### config.mk
export PLATFORM = sky130hd
export DESIGN_NAME = kb_event_sequencer_flat
export DESIGN_NICKNAME = d
export VERILOG_FILES = /design/src/rtl/kb_event_sequencer_if.sv /design/src/rtl/kb_event_sequencer.sv /design/src/flat_wrapper.sv
export SDC_FILE = /design/constraint.sdc
export NUM_CORES = 1
export LEC_CHECK = 0
export ABC_AREA = 1
export BUFFER_PORTS_ARGS = -buffer_cell sky130_fd_sc_hd__buf_2
export CAP_MARGIN = 20
export CELL_PAD_IN_SITES_DETAIL_PLACEMENT = 1
export CELL_PAD_IN_SITES_GLOBAL_PLACEMENT = 2
export CORE_AREA = 5 5 111 113
export CTS_BUF_LIST = sky130_fd_sc_hd__clkbuf_2 sky130_fd_sc_hd__clkbuf_4 sky130_fd_sc_hd__clkbuf_8
export DETAILED_ROUTE_END_ITERATION = 7
export DIE_AREA = 0 0 116 118
export PLACE_DENSITY_LB_ADDON = 0.1
export SLEW_MARGIN = 20
export SYNTH_ARGS = -nofsm -noshare
export SYNTH_HDL_FRONTEND = slang
export SYNTH_SLANG_ARGS = --single-unit
### constraint.sdc
create_clock -name clk -period 5.65 [get_ports clk]
set_input_delay 1.13 -clock clk [delete_from_list [all_inputs] [get_ports clk]]
set_output_delay 1.13 -clock clk [all_outputs]
set_load 0.005 [all_outputs]
### src/rtl/kb_event_sequencer_if.sv
// Event-path bundle between the PS/2 byte source, the sequencer and its consumer.
interface kb_event_sequencer_if;
   logic       scan_done_tick;
   logic [7:0] scan_data;
   logic       ev_valid;
   logic       ev_ready;
   logic [7:0] ev_code;
   logic       ev_make;
   logic       ev_ext;
   logic       ev_upper;

   modport slave (
      input  scan_done_tick, scan_data, ev_ready,
      output ev_valid, ev_code, ev_make, ev_ext, ev_upper
   );

   modport master (
      output scan_done_tick, scan_data, ev_ready,
      input  ev_valid, ev_code, ev_make, ev_ext, ev_upper
   );
endinterface

### src/rtl/kb_event_sequencer.sv
// Keyboard event sequencer: folds PS/2 scan bytes into whole key events,
// tracks shift/caps modifiers and queues events behind a valid/ready port.
//
//  state     | meaning
//  ----------+-----------------------------------------------
//  S_IDLE    | waiting for the first byte of a sequence
//  S_EXT     | E0 seen, next byte is an extended code or F0
//  S_BRK     | F0 seen, next byte is the released code
//  S_EXT_BRK | E0 F0 seen, next byte is a released extended code
//  S_SKIP    | inside a pause sequence, discarding bytes
module kb_event_sequencer #(
   parameter int FIFO_DEPTH = 8,
   parameter int PAUSE_SKIP = 7
) (
   input  logic                  clk,
   input  logic                  reset_n,
   kb_event_sequencer_if.slave   bus,
   output logic                  caps_on,
   output logic                  overflow,
   input  logic                  clr_ovf
);

   localparam int AW = $clog2(FIFO_DEPTH);
   localparam int CW = AW + 1;
   localparam int SW = (PAUSE_SKIP < 1) ? 1 : $clog2(PAUSE_SKIP + 1);

   localparam logic [7:0] C_EXT   = 8'hE0;
   localparam logic [7:0] C_BRK   = 8'hF0;
   localparam logic [7:0] C_PAUSE = 8'hE1;
   localparam logic [7:0] C_LSHFT = 8'h12;
   localparam logic [7:0] C_RSHFT = 8'h59;
   localparam logic [7:0] C_CAPS  = 8'h58;

   typedef enum logic [2:0] {
      S_IDLE,
      S_EXT,
      S_BRK,
      S_EXT_BRK,
      S_SKIP
   } state_t;

   state_t          r_state;
   state_t          w_next_state;
   logic [SW-1:0]   r_skip_cnt;
   logic [SW-1:0]   w_skip_next;
   logic            w_cmpl;
   logic            w_make;
   logic            w_ext;

   logic            r_shift_l;
   logic            r_shift_r;
   logic            r_caps_on;
   logic            r_caps_held;
   logic            r_overflow;

   logic            w_is_shl;
   logic            w_is_shr;
   logic            w_is_caps;
   logic            w_is_fake;
   logic            w_push;
   logic            w_upper;

   logic [10:0]     r_mem [FIFO_DEPTH];
   logic [AW-1:0]   r_wr_ptr;
   logic [AW-1:0]   r_rd_ptr;
   logic [CW-1:0]   r_count;
   logic            w_empty;
   logic            w_full;
   logic            w_pop;
   logic            w_wr_en;
   logic            w_drop;
   logic [10:0]     w_head;

   // Parser state and pause skip down-counter.
   always_ff @(posedge clk or negedge reset_n) begin
      if (!reset_n) begin
         r_state    <= S_IDLE;
         r_skip_cnt <= '0;
      end else begin
         r_state    <= w_next_state;
         r_skip_cnt <= w_skip_next;
      end
   end

   // Next-state decode; flags a completed code with its make/ext attributes.
   always_comb begin
      w_next_state = r_state;
      w_skip_next  = r_skip_cnt;
      w_cmpl       = 1'b0;
      w_make       = 1'b0;
      w_ext        = 1'b0;
      if (bus.scan_done_tick) begin
         case (r_state)
            S_IDLE: begin
               if (bus.scan_data == C_EXT) begin
                  w_next_state = S_EXT;
               end else if (bus.scan_data == C_BRK) begin
                  w_next_state = S_BRK;
               end else if (bus.scan_data == C_PAUSE) begin
                  w_next_state = S_SKIP;
                  w_skip_next  = SW'(PAUSE_SKIP);
               end else begin
                  w_cmpl = 1'b1;
                  w_make = 1'b1;
               end
            end
            S_EXT: begin
               if (bus.scan_data == C_BRK) begin
                  w_next_state = S_EXT_BRK;
               end else begin
                  w_cmpl       = 1'b1;
                  w_make       = 1'b1;
                  w_ext        = 1'b1;
                  w_next_state = S_IDLE;
               end
            end
            S_BRK: begin
               w_cmpl       = 1'b1;
               w_next_state = S_IDLE;
            end
            S_EXT_BRK: begin
               w_cmpl       = 1'b1;
               w_ext        = 1'b1;
               w_next_state = S_IDLE;
            end
            S_SKIP: begin
               w_skip_next = (r_skip_cnt == '0) ? '0 : r_skip_cnt - SW'(1);
               if (r_skip_cnt <= SW'(1)) begin
                  w_next_state = S_IDLE;
               end
            end
            default: begin
               w_next_state = S_IDLE;
            end
         endcase
      end
   end

   // Modifier keys are absorbed here; everything else becomes a queued event.
   assign w_is_shl  = w_cmpl && !w_ext && (bus.scan_data == C_LSHFT);
   assign w_is_shr  = w_cmpl && !w_ext && (bus.scan_data == C_RSHFT);
   assign w_is_caps = w_cmpl && !w_ext && (bus.scan_data == C_CAPS);
   assign w_is_fake = w_cmpl &&  w_ext && (bus.scan_data == C_LSHFT);
   assign w_push    = w_cmpl && !(w_is_shl || w_is_shr || w_is_caps || w_is_fake);
   assign w_upper   = (r_shift_l | r_shift_r) ^ r_caps_on;

   // Shift levels and caps toggle; caps_held suppresses typematic re-toggling.
   always_ff @(posedge clk or negedge reset_n) begin
      if (!reset_n) begin
         r_shift_l   <= 1'b0;
         r_shift_r   <= 1'b0;
         r_caps_on   <= 1'b0;
         r_caps_held <= 1'b0;
      end else begin
         if (w_is_shl) begin
            r_shift_l <= w_make;
         end
         if (w_is_shr) begin
            r_shift_r <= w_make;
         end
         if (w_is_caps) begin
            if (!w_make) begin
               r_caps_held <= 1'b0;
            end else if (!r_caps_held) begin
               r_caps_on   <= ~r_caps_on;
               r_caps_held <= 1'b1;
            end
         end
      end
   end

   assign w_empty = (r_count == '0);
   assign w_full  = (r_count == CW'(FIFO_DEPTH));
   assign w_pop   = !w_empty && bus.ev_ready;
   assign w_wr_en = w_push && (!w_full || w_pop);
   assign w_drop  = w_push && w_full && !w_pop;

   // Queue pointers, occupancy and the sticky overflow flag.
   always_ff @(posedge clk or negedge reset_n) begin
      if (!reset_n) begin
         r_wr_ptr   <= '0;
         r_rd_ptr   <= '0;
         r_count    <= '0;
         r_overflow <= 1'b0;
      end else begin
         if (w_wr_en) begin
            r_wr_ptr <= r_wr_ptr + AW'(1);
         end
         if (w_pop) begin
            r_rd_ptr <= r_rd_ptr + AW'(1);
         end
         if (w_wr_en && !w_pop) begin
            r_count <= r_count + CW'(1);
         end else if (!w_wr_en && w_pop) begin
            r_count <= r_count - CW'(1);
         end
         if (w_drop) begin
            r_overflow <= 1'b1;
         end else if (clr_ovf) begin
            r_overflow <= 1'b0;
         end
      end
   end

   // Event storage; contents are only observed through the valid-gated head.
   always_ff @(posedge clk) begin
      if (w_wr_en) begin
         r_mem[r_wr_ptr] <= {bus.scan_data, w_make, w_ext, w_upper};
      end
   end

   assign w_head       = w_empty ? '0 : r_mem[r_rd_ptr];
   assign bus.ev_valid = !w_empty;
   assign bus.ev_code  = w_head[10:3];
   assign bus.ev_make  = w_head[2];
   assign bus.ev_ext   = w_head[1];
   assign bus.ev_upper = w_head[0];
   assign caps_on      = r_caps_on;
   assign overflow     = r_overflow;

endmodule

### src/flat_wrapper.sv
// flat-port wrapper written by rule: the top's interface ports become plain ports
module kb_event_sequencer_flat 
#(
   parameter int FIFO_DEPTH = 8,
   parameter int PAUSE_SKIP = 7
)
  (clk, reset_n, caps_on, overflow, clr_ovf, bus_scan_done_tick, bus_scan_data, bus_ev_ready, bus_ev_valid, bus_ev_code, bus_ev_make, bus_ev_ext, bus_ev_upper);
  kb_event_sequencer_if bus_i ();
  input  logic clk;
  input  logic reset_n;
  output logic caps_on;
  output logic overflow;
  input  logic clr_ovf;
  input wire logic [$bits(bus_i.scan_done_tick)-1:0] bus_scan_done_tick;
  input wire logic [$bits(bus_i.scan_data)-1:0] bus_scan_data;
  input wire logic [$bits(bus_i.ev_ready)-1:0] bus_ev_ready;
  output wire logic [$bits(bus_i.ev_valid)-1:0] bus_ev_valid;
  output wire logic [$bits(bus_i.ev_code)-1:0] bus_ev_code;
  output wire logic [$bits(bus_i.ev_make)-1:0] bus_ev_make;
  output wire logic [$bits(bus_i.ev_ext)-1:0] bus_ev_ext;
  output wire logic [$bits(bus_i.ev_upper)-1:0] bus_ev_upper;
  assign bus_i.scan_done_tick = bus_scan_done_tick;
  assign bus_i.scan_data = bus_scan_data;
  assign bus_i.ev_ready = bus_ev_ready;
  assign bus_ev_valid = bus_i.ev_valid;
  assign bus_ev_code = bus_i.ev_code;
  assign bus_ev_make = bus_i.ev_make;
  assign bus_ev_ext = bus_i.ev_ext;
  assign bus_ev_upper = bus_i.ev_upper;
  kb_event_sequencer #(.FIFO_DEPTH(FIFO_DEPTH), .PAUSE_SKIP(PAUSE_SKIP)) u_core (.clk(clk), .reset_n(reset_n), .bus(bus_i), .caps_on(caps_on), .overflow(overflow), .clr_ovf(clr_ovf));
endmodule
# Word-level counts from Yosys, hierarchy flattened
# Memory sizes are Yosys's and may differ from the RTL's.
# Cells that the tools add are included.
# totals
regBits	21
ram_bits	88
in_bits	13
out_inout_bits	14
wordCells	99
mem_count	1
# op_classes
addsub	5
order_cmp	1
n_eq_ne	16
n_mux	29
bitwise_logic	4
reduce_logical	33
# memory_table
memory	words	word_bits	rd	rd_ports_with_merged_regs	write_ports	line	text
u_core.r_mem	8	11	1	0	1	kb_event_sequencer.sv:63	logic [10:0] r_mem [FIFO_DEPTH];
# ops
cell	n
equality test 8 bit, second input constant	3
2-to-1 mux 3 bit	8
equality test 8 x 7 -> 1 bit, second input constant	2
logical AND 1 bit	13
2-to-1 mux 1 bit	12
2-to-1 mux 11 bit	1
case mux 3 bit (3 select lines)	1
equality test 8 x 5 -> 1 bit, second input constant	1
2-to-1 mux 4 bit	2
adder 3 x 1 -> 3 bit, second input constant	2
equality test 3 x 2 -> 1 bit, second input constant	2
zero test 1 bit	6
zero test 3 bit	2
case mux 3 bit (2 select lines)	1
AND reduction 3 bit	2
nonzero test 2 bit	3
AND reduction 5 bit	1
adder 4 x 1 -> 4 bit, second input constant	1
equality test 4 bit, second input constant	1
zero test 4 bit	1
logical OR 1 bit	4
!= test 2 x 1 -> 1 bit, second input constant	2
!= test 2 bit, second input constant	2
!= test 4 x 1 -> 1 bit, second input constant	1
12 further kinds	14

# Longest topological paths before layout
# Gate-level depths: netlist (run 1).
# logic_depth
depth_word	18
depth_mapped	21
depth_no_buf	20

# Least setup slack after synthesis (run 1)
# OpenSTA, ideal clock, no wires.
# synth_path
path_kind	input port to flip-flop
start	input bus_scan_data[6]
end	register u_core.r_count[3]
setup_ns	0.122
t_arrival_ns	3.312
required_time_ns	5.528
path_slack_ns	2.217
cell_stages	21
n_path_buf	1
cell_sequence	nand2_1 -> inv_2 -> nand2_1 -> nor2_2 -> nor2_4 -> nand2_4 -> nand2_4 -> nand2_4 -> nor2_8 -> nand3_4 -> buf_12 -> inv_1 -> ha_1 -> inv_1 -> ha_1 -> a21o_1 -> a21oi_1 -> nor2_1 -> nor2_1 -> nand2_1 -> xor2_1
# synth_between
elab_chain_cells	17
elab_cells_between_ends	32
classes_between	6 x eq/ne; 9 x mux; 17 x reduce/logical
# synth_lines
item	line	text
start, declared	flat_wrapper.sv:15	input wire logic [$bits(bus_i.scan_data)-1:0] bus_scan_data;
equality test 8 bit	kb_event_sequencer.sv:99	end else if (bus.scan_data == C_PAUSE) begin
2-to-1 mux 1 bit	kb_event_sequencer.sv:99	
2-to-1 mux 1 bit	kb_event_sequencer.sv:97	end else if (bus.scan_data == C_BRK) begin
2-to-1 mux 1 bit	kb_event_sequencer.sv:95	if (bus.scan_data == C_EXT) begin
case mux 1 bit (3 select lines)	kb_event_sequencer.sv:93	case (r_state)
2-to-1 mux 1 bit	kb_event_sequencer.sv:92	if (bus.scan_done_tick) begin
logical AND 1 bit	kb_event_sequencer.sv:140, kb_event_sequencer.sv:141, kb_event_sequencer.sv:142	
logical AND 1 bit (on tied branches)	kb_event_sequencer.sv:140, kb_event_sequencer.sv:141	
logical OR 1 bit (3 in a row)	kb_event_sequencer.sv:144	assign w_push = w_cmpl && !(w_is_shl || w_is_shr || w_is_caps || w_is_fake);
zero test 1 bit	kb_event_sequencer.sv:144	
logical AND 1 bit (*)	kb_event_sequencer.sv:144	
logical AND 1 bit (*)	kb_event_sequencer.sv:175	assign w_wr_en = w_push && (!w_full || w_pop);
net u_core.w_wr_en	kb_event_sequencer.sv:70	logic w_wr_en;
zero test 1 bit	kb_event_sequencer.sv:194	end else if (!w_wr_en && w_pop) begin
logical AND 1 bit	kb_event_sequencer.sv:194	
nonzero test 2 bit (no source line)	-	
end signal, assigned	kb_event_sequencer.sv:193	r_count <= r_count + CW'(1);
end signal, assigned	kb_event_sequencer.sv:195	r_count <= r_count - CW'(1);
end, declared	kb_event_sequencer.sv:66	logic [CW-1:0] r_count;
# Mark *: on every way through the listed nets, which the timed path passes. The rest lies on a longest branch.
# A chain may end at the register's enable or synchronous reset.

# Worst setup path in the final report (run 1)
# layout_path
start	register u_core.r_rd_ptr[1]
end	output bus_ev_code[7]
# layout_between
elab_chain_cells	2
# layout_lines
item	line	text
start, declared	kb_event_sequencer.sv:65	logic [AW-1:0] r_rd_ptr;
start signal, assigned	kb_event_sequencer.sv:190	r_rd_ptr <= r_rd_ptr + AW'(1);
memory read (8 x 11 bit)	-	
2-to-1 mux 11 bit	kb_event_sequencer.sv:212	assign w_head = w_empty ? '0 : r_mem[r_rd_ptr];
end, declared	flat_wrapper.sv:18	output wire logic [$bits(bus_i.ev_code)-1:0] bus_ev_code;
# Every way passes these cells.

==> results of run 1 <==
## cells in the final DEF, fill, tap and decap left out, types with 2 or more instances in the layout
cell type / n
nor2_8: 2
xor2_1: 5
xnor2_1: 2
o22ai_1: 12
o21ai_0: 64
nand2_1: 28
clkbuf_8: 9
nor2_4: 6
a31oi_1: 12
nand3_1: 14
inv_2: 4
nand4_1: 6
nand2_4: 5
a21oi_1: 5
inv_1: 33
o21ai_1: 3
nor2_2: 12
dfrtp_1: 21
buf_4: 2
ha_1: 7
nor3_1: 5
clkbuf_4: 2
clkinv_1: 2
nor2_1: 85
edfxtp_1: 88
buf_2: 26
## final cells by class
type | instances | area share, %
Sequential cell | 109 | 58.6
Clock buffer | 11 | 2.57
Clock inverter | 4 | 0.463
Timing Repair Buffer | 28 | 2.68
Multi-Input combinational cell | 285 | 29.7
Inverter | 38 | 2.64
Tap cell | 143 | 3.31
## per-layer routing
metal	wire length, microns	up-vias	part of all wire (%)
met2	5750	43	50
li1	-	1610	-
met4	202	0	1.8
met3	300	13	2.6
met5	0	-	0
met1	5250	1647	46
## worst max-delay path by stage
| stage | end | slack (ns) | cells past startpoint |
|---|---|---|---|
| finish | bus_ev_code[7] | 1.95 | 7 |
| CTS | bus_ev_code[7] | 1.86 | 7 |
| detailed placement | u_core.r_count[3]$_DFFE_PN0P_ | 1.72 | 20 |
| floorplan | u_core.r_count[3]$_DFFE_PN0P_ | 2.22 | 21 |
| global route | bus_ev_code[7] | 1.69 | 7 |
| global placement | u_core.r_count[3]$_DFFE_PN0P_ | 1.84 | 19 |
## synth_stat cells, types with 2 or more instances
library cell / instances
edfxtp_1: 88
nor2_1: 85
o21ai_0: 64
inv_1: 33
nand2_1: 28
dfrtp_1: 21
nand3_1: 14
clkbuf_1: 13
a31oi_1: 12
nor2_2: 12
o22ai_1: 12
ha_1: 7
nand4_1: 6
nor2_4: 6
a21oi_1: 5
nand2_4: 5
nor3_1: 5
xor2_1: 5
inv_2: 4
o21ai_1: 3
buf_1: 2
nor2_8: 2
xnor2_1: 2
## power groups by stage
stage	combinational (mW)	sequential, mW	clock, mW
final	1.03	1.08	0.421
after floorplan	0.743	1.08	0
after detailed placement	1.06	1.10	0
after CTS	1.06	1.08	0.432
after global routing	1.17	1.10	0.463
after global placement	1.03	1.09	0
## cells by family (layout without fill, tap and decap cells)
logic type / Yosys count / in the layout / share of synthesized area (%)
adders and majority gates: 8 / 8 / 2.15
muxes: 1 / 1 / 0.225
buffers and inverters: 56 / 81 / 4.62
xor gates and xnor gates: 7 / 7 / 1.22
AOI/OAI and AO/OA: 100 / 100 / 11.4
and+or+nand+nor: 169 / 169 / 17.1
DFF: 109 / 109 / 63.3
## sequential cells by signal, indices dropped and copies added, names as in the netlist
| signal | cells |
|---|---|
| u_core.r_shift_l | 1 |
| u_core.r_state | 3 |
| u_core.r_shift_r | 1 |
| u_core.r_skip_cnt | 3 |
| u_core.r_rd_ptr | 3 |
| u_core.overflow | 1 |
| u_core.r_count | 4 |
| u_core.r_mem | 88 |
| u_core.caps_on | 1 |
| u_core.r_caps_held | 1 |
| u_core.r_wr_ptr | 3 |
## metrics by stage
step | setup slack, ns | cell area, sq um
2_1_floorplan | 2.22 | 5010
3_3_place_gp | 1.84 | 5240
3_5_place_dp | 1.72 | 5240
4_1_cts | 1.86 | 5410
5_1_grt | 1.69 | 5410
6_report | 1.95 | 5410
## tightest hold or removal path, cell delays in order, from the launching register on
cell     delay [ns]
dfrtp_1        0.38
nand2_1        0.06
nand2_1        0.05
==> metrics.md, run 1 <==
| Metric | Value |
|---|---|
| Critical Path Slowest Stage Cell | `inv_1` |
| Final Hold Viols | `0` |
| Nets | `492` |
| IO Count | `27` |
| Largest net degree at the start of global routing | `48` |
| Die Ht | `approximately 120 microns` |
| Cell Rows | `39` |
| Clock network fraction of total power | `16.6%` |
| Vias post-DR | `approximately 3300` |
| Commonest register cell after synthesis | `edfxtp_1` |
| Worst Hold Endpoint | `u_core.caps_on$_DFFE_PN0P_` |
| Clock skew | `0.00837 ns` |
| Post-route minimum period | `between 3 and 4 ns` |
| Die X | `about 120 microns` |
| Startpoint Class | `flip-flop` |
| Outcome | `completed` |
| Crit Path Class | `flip-flop to output port` |
| Post-Syn Nets | `between 400 and 500` |
| GRT overflow | `0` |
| Net switching power | `1.01 mW` |
| TritonCTS Sinks | `about 110` |
| Post-CTS Setup Inserts | `0` |
| Path depth of the worst reg2reg path | `16` |
| Core box area | `roughly 11000 sq um` |
| Die Area | `~14000 sq um` |
| Post-DR wirelength/cell | `18.6 microns` |
| Pre-antenna DRT Iters | `4` |
| Peak fanout along the critical path | `24` |
| Hold_buf cts | `0` |
| Post-Syn Instances | `450` |
| Share of total power in sequential cells | `a little over two fifths` |
| Setup tns final | `0 ns` |
| Critical path capture point type | `output port` |
| Period utilization | `between 60% and 70%` |
| #FFs+latches synth | `~110` |
| Clk slew on worst S/H paths | `around 0.1 ns` |
| Clock Root Buffer | `clkbuf_8` |
| Min Hold Slack | `0.519 ns` |
| Yosys Warn Count | `0` |
| RSZ-0062 raised after global routing | `false` |
| Sw frac | `about two fifths` |
| Setup violators final | `0` |
| Hold depth | `2` |
| Clock Latency Late Sink | `about 0.37 ns` |
| Max cap viols | `0` |
| Distinct cells, synth | `39` |
| CP top delay family | `buffers and inverters` |
| Relative slew slack | `around 42%` |
| Final Util | `48.2%` |
| Critical R2R Launch | `u_core.r_state[1]$_DFFE_PN0P_` |
| DP HPWL | `~7300 microns` |
| Antenna viol nets, final | `0` |
| Max-slew violation count | `0` |
| Multi-input gate area | `around 1600 sq um` |
| Htree depth | `3` |
| Routing usage on met1 | `between 20% and 30%` |
| Most Crowded Layer GR | `met2` |
| CP arrival | `about 2.6 ns` |
| Worst R2R Setup Slack | `~2.7 ns` |
| CTS tree | `yes` |
| TritonCTS buffer count | `9` |
| Internal | `around 1.5 mW` |
| HP Class | `flip-flop to flip-flop` |
| Maximum VDD drop | `0.000225 V` |
| Required time of the critical path | `4.52 ns` |
| Port Buffers | `26` |
| Layout cells sized above 1 | `16.4%` |
| Vias in the first global route | `3445` |
| Synth top area share | `between 50 and 60%` |
| Sequential share of the synthesized area | `~63%` |
| Post-CTS Resized | `0` |
| Leak | `approximately 2.0 nW` |
| Post-Route WL | `~12000 microns` |
| Clock buffer depth | `2` |
| Final total power | `2.54 mW` |
| First-pass GRT wire length | `between 15000 and 20000 microns` |
| Crit path cell chain | `buf_4, inv_1, o21ai_0, o22ai_1, o21ai_0, a31oi_1, buf_2` |
| # diodes | `0` |
| Initial Util | `about 45%` |
| Area contributors post-synth | `edfxtp_1 (53%), dfrtp_1 (10%), o21ai_0 (6.4%)` |
| Syn Area/Cell | `11.1 sq um` |
| CP dominant cell by count | `o21ai_0` |
| Critical path startpoint | `u_core.r_rd_ptr[1]$_DFFE_PN0P_` |
| M2 GR Usage | `between 20 and 30%` |
| Worst-Margin Slew | `0.865 ns` |
| Worst path max stage delay | `about 0.67 ns` |
| Logic pwr share | `slightly above 40%` |
| Mapped Area | `roughly 5000 sq um` |
| Vias per cell | `approximately 5.4` |
| Post-synth ARST share | `19.3%` |
| Fmax | `0.270 GHz` |
| # fillers | `approximately 1200` |
| Buf/Inv on CP | `3` |
| Pwr Density | `~470 nW/um^2` |
| Initial DRC Count | `between 150 and 200` |
| Worst hold start | `u_core.caps_on$_DFFE_PN0P_` |
| Met3 usage | `~2.5%` |
| GRT Resource Usage Total | `17.5%` |
| RR Endpoint | `u_core.r_count[3]$_DFFE_PN0P_` |
| Sequential Area | `3170 sq um` |
| Largest area contributor in the netlist | `edfxtp_1` |
| Antenna violations before repair | `0` |
| Remaining DRCs | `0` |
| Synthesis-to-layout area growth | `7.97%` |
| Final Non-Filler Cells | `around 620` |
| DP Cell Count | `between 600 and 700` |
| Number of synthesized flops with an enable pin | `about 90` |
| Routability cong. | `0.749` |
Power figures use the tool's default switching activity.
==> run 2: changes to the inputs <==
--- a/config.mk
+++ b/config.mk
@@ -10,10 +10,10 @@
 export CAP_MARGIN = 20
 export CELL_PAD_IN_SITES_DETAIL_PLACEMENT = 1
 export CELL_PAD_IN_SITES_GLOBAL_PLACEMENT = 2
-export CORE_AREA = 5 5 111 113
+export CORE_AREA = 5 5 121 123
 export CTS_BUF_LIST = sky130_fd_sc_hd__clkbuf_2 sky130_fd_sc_hd__clkbuf_4 sky130_fd_sc_hd__clkbuf_8
 export DETAILED_ROUTE_END_ITERATION = 7
-export DIE_AREA = 0 0 116 118
+export DIE_AREA = 0 0 126 128
 export PLACE_DENSITY_LB_ADDON = 0.1
 export SLEW_MARGIN = 20
 export SYNTH_ARGS = -nofsm -noshare
==> constraint.sdc (replaced) <==
create_clock -name clk -period 3.3 [get_ports clk]
set_input_delay 0.66 -clock clk [delete_from_list [all_inputs] [get_ports clk]]
set_output_delay 0.66 -clock clk [all_outputs]
set_load 0.005 [all_outputs]
==> run 2 against run 1 <==
Sequential power is 71% higher. Utilization down 7.0 points. First-iteration DRC count increased by 13%. Via count up 0.72%. Sequential cell count unchanged. Setup slack lost 1.4 ns. Final cell count grew 8.6%. Total power rose by 75%. Count of clock-buffer cells in the layout decreased by 1. Die area is 18% higher. Combinational power increased by 81%. Critical endpoint is now u_core.r_count[3]$_DFFE_PN0P_. Largest cell class unchanged. Largest power group is now combinational logic. Highest routed layer unchanged.
==> metrics.md, run 2 (same netlist as run 1, synthesis figures left out) <==
| Metric | Value |
|---|---|
| Outcome | `completed` |
| Post-Place Cell Area | `5420 sq um (+3.3%)` |
| IO Count | `27 (unchanged)` |
| Hold_buf cts | `0 (unchanged)` |
| Die Area | `16100 sq um (+18%)` |
| Min Hold Slack | `0.257 ns (-0.262 ns)` |
| Crit path cell chain | `buf_2, inv_1, nor2_1, nand2_1, nor2_2, nor2_4, nand2_4, nand2_4, nand2_4, nor2_8, nand3_4, inv_1, ha_1, inv_1, ha_1, a21o_1, a21oi_1, nor2_1, nor2_1, nand2_1, xor2_1` |
| Max cap viols | `0 (unchanged)` |
| Design area | `5580 sq um (+3.1%)` |
| Clock skew | `0.0119 ns (+0.00351 ns)` |
| Setup violators final | `0 (unchanged)` |
| Initial DRC Count | `176 (+13%)` |
| Vias post-DR | `3337 (+0.72%)` |
| Vias in the first global route | `3490 (+1.3%)` |
| Nets | `509 (+3.5%)` |
| TritonCTS buffer count | `9 (unchanged)` |
| Htree depth | `3 (unchanged)` |
| Vias per cell | `4.97 (-7.2%)` |
| Critical Path Slowest Stage Cell | `ha_1` |
| Crit Path Class | `primary input to flip-flop` |
| First-pass GRT wire length | `19600 microns (+7.3%)` |
| Die Ht | `128 microns (+8.5%)` |
| Core box area | `13600 sq um (+21%)` |
| DP Cell Count | `657 (+9.0%)` |
| Clock Latency Late Sink | `0.38 ns (about the same)` |
| Clk slew on worst S/H paths | `0.09 ns (about the same)` |
| # diodes | `0 (unchanged)` |
| Routing usage on met1 | `20.0% (-2.9 points)` |
| Critical path capture point type | `flip-flop` |
| Place WS | `0.0951 ns (-1.63 ns)` |
| Worst setup margin | `0.506 ns (-1.44 ns)` |
| Worst path max stage delay | `0.25 ns (-0.42 ns)` |
| Post-DR wirelength/cell | `18.1 microns (-2.9%)` |
| RR Endpoint | `u_core.r_count[3]$_DFFE_PN0P_` |
| Post-route minimum period | `2.79 ns` |
| Leak | `2.04 nW (+3.9%)` |
| M2 GR Usage | `28.1% (-1.5 points)` |
| CP arrival | `3.05 ns (+0.48 ns)` |
| Maximum VDD drop | `0.000346 V (+54%)` |
| Initial Util | `36.9% (-7.7 points)` |
| Relative slew slack | `54.1% (+12 points)` |
| Final total power | `4.43 mW (+75%)` |
| Synthesis-to-layout area growth | `11.3%` |
| Post-CTS Setup Inserts | `0 (unchanged)` |
| Pre-antenna DRT Iters | `4 (unchanged)` |
| Largest net degree at the start of global routing | `34 (-29%)` |
| Met3 usage | `2.38% (-0.093 points)` |
| Final Util | `41.1% (-7.0 points)` |
| Peak fanout along the critical path | `11 (-54%)` |
| Critical R2R Launch | `u_core.r_state[2]$_DFFE_PN0P_` |
| Remaining DRCs | `0 (unchanged)` |
| Cell Rows | `43 (+10%)` |
| Worst-Margin Slew | `0.687 ns (-0.179 ns)` |
| DP HPWL | `8310 microns (+13%)` |
| Required time of the critical path | `3.56 ns (-0.96 ns)` |
| Max-slew violation count | `0 (unchanged)` |
| Antenna viol nets, final | `0 (unchanged)` |
| Biggest regs | `u_core.r_mem x88, u_core.r_count x4` |
| Clock Root Buffer | `clkbuf_8` |
| GRT overflow | `0 (unchanged)` |
| Path depth of the worst reg2reg path | `18 (+2)` |
| TritonCTS Sinks | `109 (unchanged)` |
| Die X | `126 microns (+8.6%)` |
| Commonest non-fill, non-tap cell in the layout | `edfxtp_1` |
| Fmax | `roughly 0.36 GHz` |
| Antenna violations before repair | `0 (unchanged)` |
| Reg with most FFs | `u_core.r_mem` |
| Post-CTS Resized | `0 (unchanged)` |
| Pwr Density | `795 nW/um^2 (+69%)` |
| Period utilization | `approximately 85%` |
| Port Buffers | `26 (unchanged)` |
| Setup tns final | `0 ns (unchanged)` |
| Final Non-Filler Cells | `671 (+8.6%)` |
| Layout cells sized above 1 | `19.1% (+2.7 points)` |
| CTS tree | `yes` |
| Routability cong. | `0.738 (-1.4%)` |
| Commonest non-fill, non-tap cells in the layout | `edfxtp_1 (88), nor2_1 (85), o21ai_0 (64)` |
| Post-Route WL | `12100 microns (+5.4%)` |
| Worst R2R Setup Slack | `0.57 ns (-2.15 ns)` |
| Largest register FFs | `88 (unchanged)` |
| Most Crowded Layer GR | `met2` |
| GRT Resource Usage Total | `16.0% (-1.6 points)` |
| Clock buffer depth | `2 (unchanged)` |
| Final Hold Viols | `0 (unchanged)` |
| Startpoint Class | `primary input` |
| HP Class | `primary input to asynchronous set/reset pin` |
| RSZ-0062 raised after global routing | `false` |
-- run 2: cell count changes in the layout (fill, tap and decap cells not counted), sizes merged --
cell and delta:
buf +17, inv -1, clkinvlp +1, clkbuf -1
-- run 2: worst max-delay path: cells and delay by family --
| family | cells | cell delay, ns |
|---|---|---|
| fa+ha+maj | 2 | 0.46 |
| buf+inv | 4 | 0.44 |
| simple gates | 12 | 0.99 |
| compound gates | 2 | 0.34 |
| xor+xnor | 1 | 0.14 |
-- run 2: worst max path at each step --
| stage | to | cells past startpoint | startpoint | slack [ns] |
|---|---|---|---|---|
| 2_1_floorplan | u_core.r_count[3]$_DFFE_PN0P_ | 21 | bus_scan_data[6] | 0.34 |
| 3_3_place_gp | u_core.r_count[3]$_DFFE_PN0P_ | 19 | bus_scan_data[4] | 0.14 |
| 3_5_place_dp | u_core.r_count[3]$_DFFE_PN0P_ | 21 | bus_scan_data[5] | 0.1 |
| 4_1_cts | bus_ev_code[0] | 7 | u_core.r_rd_ptr[1]$_DFFE_PN0P_ | 0.44 |
| 5_1_grt | u_core.r_count[3]$_DFFE_PN0P_ | 20 | bus_scan_data[5] | 0.22 |
| 6_report | u_core.r_count[3]$_DFFE_PN0P_ | 21 | bus_scan_data[5] | 0.51 |
-- run 2: layout make-up --
class,count,area [sq um]
fill,1529,7980
sequential,109,3170
multi-input combinational,285,1610
timing repair buffer,45,273
tap,180,225
inverter,38,143
clock buffer,10,131
clock inverter,4,27.5
-- run 2: routing by layer --
| layer | wire length, microns | vias up |
|---|---|---|
| met4 | 195 | 0 |
| met1 | 5430 | 1643 |
| met5 | 0 | - |
| met3 | 300 | 13 |
| met2 | 6200 | 39 |
| li1 | - | 1642 |
-- run 2: report_power, final --
| part | switching, mW | internal [mW] |
|---|---|---|
| Clock | 0.439 | 0.274 |
| Combinational | 1.19 | 0.669 |
| Sequential | 0.131 | 1.72 |
| Total | 1.76 | 2.67 |
==> run 3: changes to the inputs <==
==> constraint.sdc (replaced) <==
create_clock -name clk -period 2.3 [get_ports clk]
set_input_delay 0.46 -clock clk [delete_from_list [all_inputs] [get_ports clk]]
set_output_delay 0.46 -clock clk [all_outputs]
set_load 0.005 [all_outputs]
==> run 3 against run 2 <==
The run now ends with negative setup slack left. Utilization increased by 5.5 points. Highest routed layer unchanged. Via count rose by 7.5%. Final cell count increased by 7.9%. Count of clock-buffer cells in the layout decreased by 1. Critical path type is now flip-flop to output port.
==> metrics.md, run 3 (same netlist as run 1, synthesis figures left out) <==
| Metric | Value |
|---|---|
| Commonest non-fill, non-tap cells in the layout | `edfxtp_1 (88), nor2_1 (84), o21ai_0 (54)` |
| Relative slew slack | `56.8% (+2.8 points)` |
| Max cap viols | `0 (unchanged)` |
| Initial Util | `36.9% (unchanged)` |
| CP arrival | `1.92 ns (-1.13 ns)` |
| Vias in the first global route | `3761 (+7.8%)` |
| Clock buffer depth | `2 (unchanged)` |
| Critical R2R Launch | `u_core.r_state[1]$_DFFE_PN0P_` |
| TritonCTS Sinks | `109 (unchanged)` |
| Die Ht | `128 microns (unchanged)` |
| Reg with most FFs | `u_core.r_mem` |
| RSZ-0062 raised after global routing | `true` |
| RR Endpoint | `u_core.r_count[3]$_DFFE_PN0P_` |
| Nets | `560 (+10%)` |
| Pwr Density | `1160 nW/um^2 (+45%)` |
| Maximum VDD drop | `0.000482 V (+39%)` |
| # diodes | `0 (unchanged)` |
| Post-route minimum period | `between 2 and 2.5 ns` |
| Peak fanout along the critical path | `6 (-5)` |
| Setup violators final | `12 (+12)` |
| Antenna violations before repair | `0 (unchanged)` |
| Final total power | `7.30 mW (+65%)` |
| Period utilization | `104%` |
| Vias per cell | `4.96 (-0.35%)` |
| Path depth of the worst reg2reg path | `16 (-2)` |
| Die X | `126 microns (unchanged)` |
| Startpoint Class | `flip-flop` |
| CTS tree | `yes` |
| Core box area | `13600 sq um (unchanged)` |
| Worst setup margin | `-0.0841 ns (-0.590 ns)` |
| Critical Path Slowest Stage Cell | `dfrtp_1` |
| Failing checks | `negative setup slack` |
| Clock Root Buffer | `clkbuf_8` |
| Vias post-DR | `3588 (+7.5%)` |
| GRT Resource Usage Total | `16.3% (+0.31 points)` |
| Layout cells sized above 1 | `32.2% (+13 points)` |
| Worst-Margin Slew | `0.645 ns (-0.0417 ns)` |
| Commonest non-fill, non-tap cell in the layout | `edfxtp_1` |
| Final Hold Viols | `0 (unchanged)` |
| Die Area | `16100 sq um (unchanged)` |
| Outcome | `finished with violations` |
| Critical path capture point type | `output port` |
| Cell Rows | `43 (unchanged)` |
| GRT overflow | `0 (unchanged)` |
| Post-Route WL | `12600 microns (+4.0%)` |
| Port Buffers | `26 (unchanged)` |
| TritonCTS buffer count | `9 (unchanged)` |
| Largest net degree at the start of global routing | `32 (-5.9%)` |
| Max-slew violation count | `0 (unchanged)` |
| Routability cong. | `0.753 (+2.0%)` |
| Antenna viol nets, final | `0 (unchanged)` |
| Clock Latency Late Sink | `0.38 ns (about the same)` |
| Leak | `2.39 nW (+17%)` |
| Synthesis-to-layout area growth | `26.2%` |
| Crit path cell chain | `nor2_1, inv_1, buf_6, nor3_4, buf_6, clkinvlp_4, buf_6, o21ai_2, a31oi_1, buf_2` |
| Final Util | `46.6% (+5.5 points)` |
| CP dominant cell by count | `buf_6` |
| Worst R2R Setup Slack | `-0.07 ns (-0.64 ns)` |
| Post-DR wirelength/cell | `17.4 microns (-3.6%)` |
| Required time of the critical path | `1.84 ns (-1.72 ns)` |
| HP Class | `primary input to asynchronous set/reset pin` |
| Biggest regs | `u_core.r_mem x88, u_core.r_count x4` |
| Clock skew | `0.0120 ns (+0.0000788 ns)` |
| Clk slew on worst S/H paths | `0.10 ns (about the same)` |
| Remaining DRCs | `0 (unchanged)` |
| IO Count | `27 (unchanged)` |
| First-pass GRT wire length | `20100 microns (+2.9%)` |
| Largest register FFs | `88 (unchanged)` |
| Initial DRC Count | `200 (+14%)` |
| Worst path max stage delay | `0.39 ns (+0.14 ns)` |
| CP top delay family | `buffers and inverters` |
| Htree depth | `3 (unchanged)` |
| Fmax | `~0.42 GHz` |
| Pre-antenna DRT Iters | `4 (unchanged)` |
| Buf/Inv on CP | `6 (+2)` |
| Crit Path Class | `flip-flop to output port` |
| DP HPWL | `8620 microns (+3.7%)` |
## run 3: what timing repair did
item / in CTS / in global routing
gates resized for setup: 35 / 5
pin swaps: 12 / 1
setup buffers: 6 / 1
endpoints found under the setup margin: 15 / 15
hold buffers: 0 / 0
## run 3: final cells by class
type | count | area, sq um
fill | 1498 | 7240
sequential | 109 | 3170
multi-input combinational | 285 | 1760
timing repair buffer | 96 | 813
tap | 180 | 225
inverter | 38 | 158
clock buffer | 9 | 124
clock inverter | 7 | 72.6
## run 3: worst max-delay path by stage
stage,from,to,slack [ns],cells past startpoint
after floorplan,bus_scan_data[6],u_core.r_count[3]$_DFFE_PN0P_,-0.28,21
after global placement,bus_scan_data[5],u_core.r_count[3]$_DFFE_PN0P_,-0.40,21
after detailed placement,bus_scan_data[5],u_core.r_count[3]$_DFFE_PN0P_,-0.45,21
after CTS,u_core.r_count[0]$_DFFE_PN0P_,bus_ev_code[4],-0.14,10
after global routing,u_core.r_count[0]$_DFFE_PN0P_,bus_ev_code[6],-0.25,10
final,u_core.r_count[0]$_DFFE_PN0P_,bus_ev_code[6],-0.08,10
## run 3: power breakdown
group | switching (mW) | internal, mW
Combinational | 1.95 | 1.49
Sequential | 0.198 | 2.47
Clock | 0.676 | 0.508
Total | 2.82 | 4.48
## run 3: per-layer routing
metal / up-vias / wire (microns) / GRT usage, %
met3: 18 / 271 / 2.17
met1: 1782 / 5650 / 20.3
met2: 38 / 6440 / 29.0
met5: - / 0 / 0
met4: 0 / 245 / 5.99
li1: 1750 / - / -
## run 3: per-stage QoR
step           instances  hold WS [ns]  area, sq um  worst slack (ns)  setup TNS (ns)
2_1_floorplan        450         0.164         5090            -0.282          -0.507
3_3_place_gp         701         0.465         5960            -0.402           -1.91
3_5_place_dp         701         0.465         5960            -0.450           -3.57
4_1_cts              723        0.0360         6290            -0.136           -1.22
5_1_grt              724        0.0498         6320            -0.253           -2.86
6_report             724        0.0416         6320           -0.0841          -0.607
